==> src/rtl/pipe_stage_elastic.sv <==
// pipe_stage_elastic
//   One elastic pipeline stage with a valid/ready handshake. The whole field
//   bundle of a core stage boundary travels as a single packed payload.
//   With SKID=1 a second (skid) entry lets in_ready come from a register, so
//   there is no combinational path from out_ready, and the stage still
//   sustains one transfer per cycle. With SKID=0 the stage holds one entry
//   and in_ready is a combinational function of out_ready.
//   The stage also has a synchronous flush, which turns held entries into a
//   bubble, and a saturating counter of stalled cycles.
//
// Ports
//   clk        clock, all state updates on the rising edge
//   arst       asynchronous reset, active high
//   flush      synchronous flush, discards all held entries
//   in_valid   upstream presents a payload
//   in_ready   stage accepts a payload this cycle
//   in_data    upstream payload
//   out_valid  stage presents a payload
//   out_ready  downstream accepts this cycle
//   out_data   presented payload, always the main register
//   clr_cnt    synchronous clear of stall_cnt
//   stall_cnt  cycles with out_valid=1 and out_ready=0, saturating
//
// State   | meaning
// EMPTY   | no entry held
// ONE     | main register valid
// FULL    | main and skid registers valid (SKID=1 only)

`timescale 1ns/1ps

module pipe_stage_elastic #(
  parameter int unsigned       DATA_W     = 32,
  parameter logic [DATA_W-1:0] PRESET_VAL = '0,
  parameter bit                SKID       = 1'b1,
  parameter int unsigned       CNT_W      = 16
) (
  input  logic              clk,
  input  logic              arst,
  input  logic              flush,
  input  logic              in_valid,
  output logic              in_ready,
  input  logic [DATA_W-1:0] in_data,
  output logic              out_valid,
  input  logic              out_ready,
  output logic [DATA_W-1:0] out_data,
  input  logic              clr_cnt,
  output logic [CNT_W-1:0]  stall_cnt
);

  typedef enum logic [1:0] {
    EMPTY = 2'd0,
    ONE   = 2'd1,
    FULL  = 2'd2
  } state_t;

  localparam logic [CNT_W-1:0] CNT_MAX = {CNT_W{1'b1}};
  localparam logic [CNT_W-1:0] CNT_ONE = CNT_W'(1);

  state_t            state_q, state_d;
  logic [DATA_W-1:0] main_q, main_d;
  logic [DATA_W-1:0] skid_q, skid_d;
  logic              rdy_q;
  logic [CNT_W-1:0]  cnt_q;
  logic              in_fire, out_fire;

  assign out_valid = (state_q != EMPTY);
  assign out_data  = main_q;
  assign stall_cnt = cnt_q;

  // rdy_q resets to 1 but arst masks it, so in_ready is low during reset and
  // high in the first cycle after release.
  assign in_ready = ~arst & ~flush & (SKID ? rdy_q : (~out_valid | out_ready));

  assign in_fire  = in_valid & in_ready & ~flush;
  assign out_fire = out_valid & out_ready;

  always_comb begin
    state_d = state_q;
    main_d  = main_q;
    skid_d  = skid_q;
    if (flush) begin
      state_d = EMPTY;
      main_d  = PRESET_VAL;
      skid_d  = PRESET_VAL;
    end else if (SKID) begin
      unique case (state_q)
        EMPTY: begin
          if (in_fire) begin
            state_d = ONE;
            main_d  = in_data;
          end
        end
        ONE: begin
          if (in_fire && out_fire) begin
            main_d = in_data;
          end else if (in_fire) begin
            state_d = FULL;
            skid_d  = in_data;
          end else if (out_fire) begin
            state_d = EMPTY;
          end
        end
        FULL: begin
          if (out_fire) begin
            state_d = ONE;
            main_d  = skid_q;
          end
        end
        default: state_d = EMPTY;
      endcase
    end else begin
      if (in_fire) begin
        state_d = ONE;
        main_d  = in_data;
      end else if (out_fire) begin
        state_d = EMPTY;
      end
    end
  end

  always_ff @(posedge clk or posedge arst) begin
    if (arst) begin
      state_q <= EMPTY;
      main_q  <= PRESET_VAL;
      skid_q  <= PRESET_VAL;
      rdy_q   <= 1'b1;
    end else begin
      state_q <= state_d;
      main_q  <= main_d;
      skid_q  <= skid_d;
      rdy_q   <= (state_d != FULL);
    end
  end

  // Flush leaves the counter alone; the stall is judged on the registered
  // out_valid of the current cycle.
  always_ff @(posedge clk or posedge arst) begin
    if (arst) begin
      cnt_q <= '0;
    end else if (clr_cnt) begin
      cnt_q <= '0;
    end else if (out_valid && !out_ready && (cnt_q != CNT_MAX)) begin
      cnt_q <= cnt_q + CNT_ONE;
    end
  end

endmodule

==> config.mk <==
export PLATFORM = sky130hd
export DESIGN_NAME = pipe_stage_elastic
export DESIGN_NICKNAME = d
export VERILOG_FILES = /design/src/rtl/pipe_stage_elastic.sv
export SDC_FILE = /design/constraint.sdc
export NUM_CORES = 1
export LEC_CHECK = 0
export CORE_MARGIN = 4
export CORE_UTILIZATION = 55
export CTS_BUF_LIST = sky130_fd_sc_hd__clkbuf_16
export CTS_CLUSTER_DIAMETER = 150
export CTS_CLUSTER_SIZE = 14
export DETAILED_ROUTE_END_ITERATION = 8
export HOLD_SLACK_MARGIN = 0.05
export PLACE_DENSITY = 0.88
export SETUP_SLACK_MARGIN = 0.5
export SLEW_MARGIN = 30
export SYNTH_ARGS = -nofsm -noshare
export SYNTH_HDL_FRONTEND = slang
export SYNTH_SLANG_ARGS = --single-unit
==> constraint.sdc <==
create_clock -name clk -period 4.5 [get_ports clk]
set_input_delay 0.9 -clock clk [delete_from_list [all_inputs] [get_ports clk]]
set_output_delay 0.9 -clock clk [all_outputs]
set_load 0.03 [all_outputs]
==> metrics.yaml <==
status: "finished, final reports clean"
die_area_sq_um: 8697
yosysSeqAreaShare_pct: 51.99
grt_max_degree: 67
start_util_pct: 57.57
cp-end-kind: "output port"
total_leakage_power_nw: 2.306
setup_ws_ns: 1.203
grtUsageTotal_pct: 23.24
post-dp-hpwl_microns: 6273
mostFrequentLayoutCells: "nand2_1, clkdlybuf4s50_1, dfrtp_1, o31ai_1, nand3_1"
vias_per_cell: 5.896
grt_pass1_wl_microns: 15950
post-route-period-util_pct: 73.26
slew_headroom_pct: 55.58
cts_resized: 0
fin_util_pct: 75.93
skew_ns: 0.003739
numCtsBuffers: 9
ant_nets: 0
drt_iter0_drc: 220
final_max_slew_viol_count: 0
cp-start-kind: "input port"
min_period_ns: 3.297
timing.fmax_mhz: 303.3
gp_congestion: 0.8723
max-vdd-ir-drop_mv: 0.2279
clock_sinks: 83
grt_pass1_vias: 3296
synthFlopType: "dfrtp_1"
cp_max_fo: 3
rr_endpoint: "rdy_q$_DFF_PP1_"
die_x_microns: 93.26
crit_arrival_ns: 2.40
rr_worst_depth: 4
wl_microns: 10030
synth_cell_types: 51
min_path_cells: 2
clkLatencyLatePin_ns: 0.34
finalSetupViolCount: 0
antenna_cells: 0
die_h_microns: 93.26
async_flop_share_pct: 100.0
drc: 0
reg2reg_slack_ns: 2.33
synth_edf_count: 0
rsz0062_at_grt: "false"
worstMarginPinSlew_ns: 0.6642
ioPinCount: 88
synth_cells: 401
nets: 514
cts_max_level: 3
layout-drive-gt1-share_pct: 7.292
netlist_area_sq_um: 3998
fin_setup_tns_ns: 0
synth_seq_cells: 83
areaGrowthSynthToFinish_pct: 31.89
pre_cts_ws_ns: 1.210
hold_viol: 0
rows: 30
stdcell_area_sq_um: 5273
gr-total-overflow: 0
min_from: "out_data[22]$_DFFE_PP0P_"
path_clk_slew_ns: 0.06
postSynthAreaPerCell_sq_um: 9.969
cts_tree: "yes"
layout_commonest_cell: "nand2_1"
power.density_nw_per_um2: 365.5
r2r_start: "state_q[1]$_DFF_PP0_"
coreArea_sq_um: 6944
required_ns: 3.60
syn_nets: 440
power_w: 0.001927
clock_path_buffers: 2
dr.pass1.iters: 5
yosysWarnings: 0
timing.hold.worst_endpoint: "out_data[22]$_DFFE_PP0P_"
placed_area_sq_um: 4906
postCtsSetupBuffers: 0
hp-class: "register to register"
cts_root_buf: "clkbuf_16"
hold_buffers: 0
antenna_found_initial: 0
wire_per_inst_microns: 17.42
num_vias: 3396
io_buffers: 87
maxCapViolCount: 0
crit_type: "input port to output port"
==> metal layers <==
layer | track usage, % | part of all wire, % | vias up
met5 | 0 | 0 | -
met4 | 9.280 | 1.8 | 0
met3 | 3.540 | 6.1 | 18
met2 | 38.24 | 50 | 124
met1 | 30.88 | 42 | 1665
li1 | - | - | 1589
==> how the worst max path moves through the flow <==
| stage | start | end | slack (ns) | depth (start not counted) |
|---|---|---|---|---|
| 2_1_floorplan | arst | out_data[0]$_DFFE_PP0P_ | 1.46 | 1 |
| 3_3_place_gp | flush | in_ready | 1.23 | 3 |
| 3_5_place_dp | flush | in_ready | 1.21 | 3 |
| 4_1_cts | flush | in_ready | 1.21 | 3 |
| 5_1_grt | flush | in_ready | 1.17 | 3 |
| 6_report | flush | in_ready | 1.20 | 3 |
==> power by group <==
| group | switching, W | internal (W) | total [W] |
|---|---|---|---|
| clock | 0.000289 | 0.000593 | 0.000883 |
| sequential | 0.0000204 | 0.000777 | 0.000797 |
| combinational | 0.000144 | 0.000104 | 0.000248 |
==> layout make-up <==
cell class,count,area (sq um)
Fill cell,473,1672
Tap cell,96,120.1
Clock buffer,9,225.2
Timing Repair Buffer,93,915.9
Clock inverter,7,132.6
Multi-Input combinational cell,286,1788
Inverter,2,12.51
Sequential cell,83,2078
==> sequential cells by signal, indices dropped and copies added (netlist names) <==
name / cells
out_data: 32
skid_q: 32
stall_cnt: 16
state_q: 2
rdy_q: 1
==> kinds of logic (layout without fill, tap and decap cells) <==
group,Yosys count,after routing,synth area share [%]
flops,83,83,51.99
buf+inv,32,111,3.975
simple gates,182,182,23.04
compound gates,69,69,12.14
mux,34,34,8.545
fa+ha+maj,1,1,0.3129
==> through the flow <==
| step | hold WS [ns] | instances |
|---|---|---|
| final | 0.4768 | 576 |
| after global routing | 0.4974 | 576 |
| after CTS | 0.4782 | 576 |
| after detailed placement | 0.4648 | 560 |
| after global placement | 0.4616 | 560 |
| after floorplan | 0.4663 | 401 |
==> synthesized netlist by cell type, drive strengths merged, types with 5 or more instances <==
cell type	number	area share, %
clkbuf	8	0.75
mux2i	33	8.3
nand2	105	10
nand4	5	1.1
o31ai	37	6.9
buf	22	3.0
nand3	36	4.8
or3	7	1.1
or4	5	0.94
dfrtp	82	51
o21ai	6	0.75
a21oi	13	1.6
==> critical path: stages <==
cell             delay [ns]
clkdlybuf4s50_1        0.51
nor3b_2                0.28
clkdlybuf4s50_1        0.71
Power figures use the tool's default switching activity.
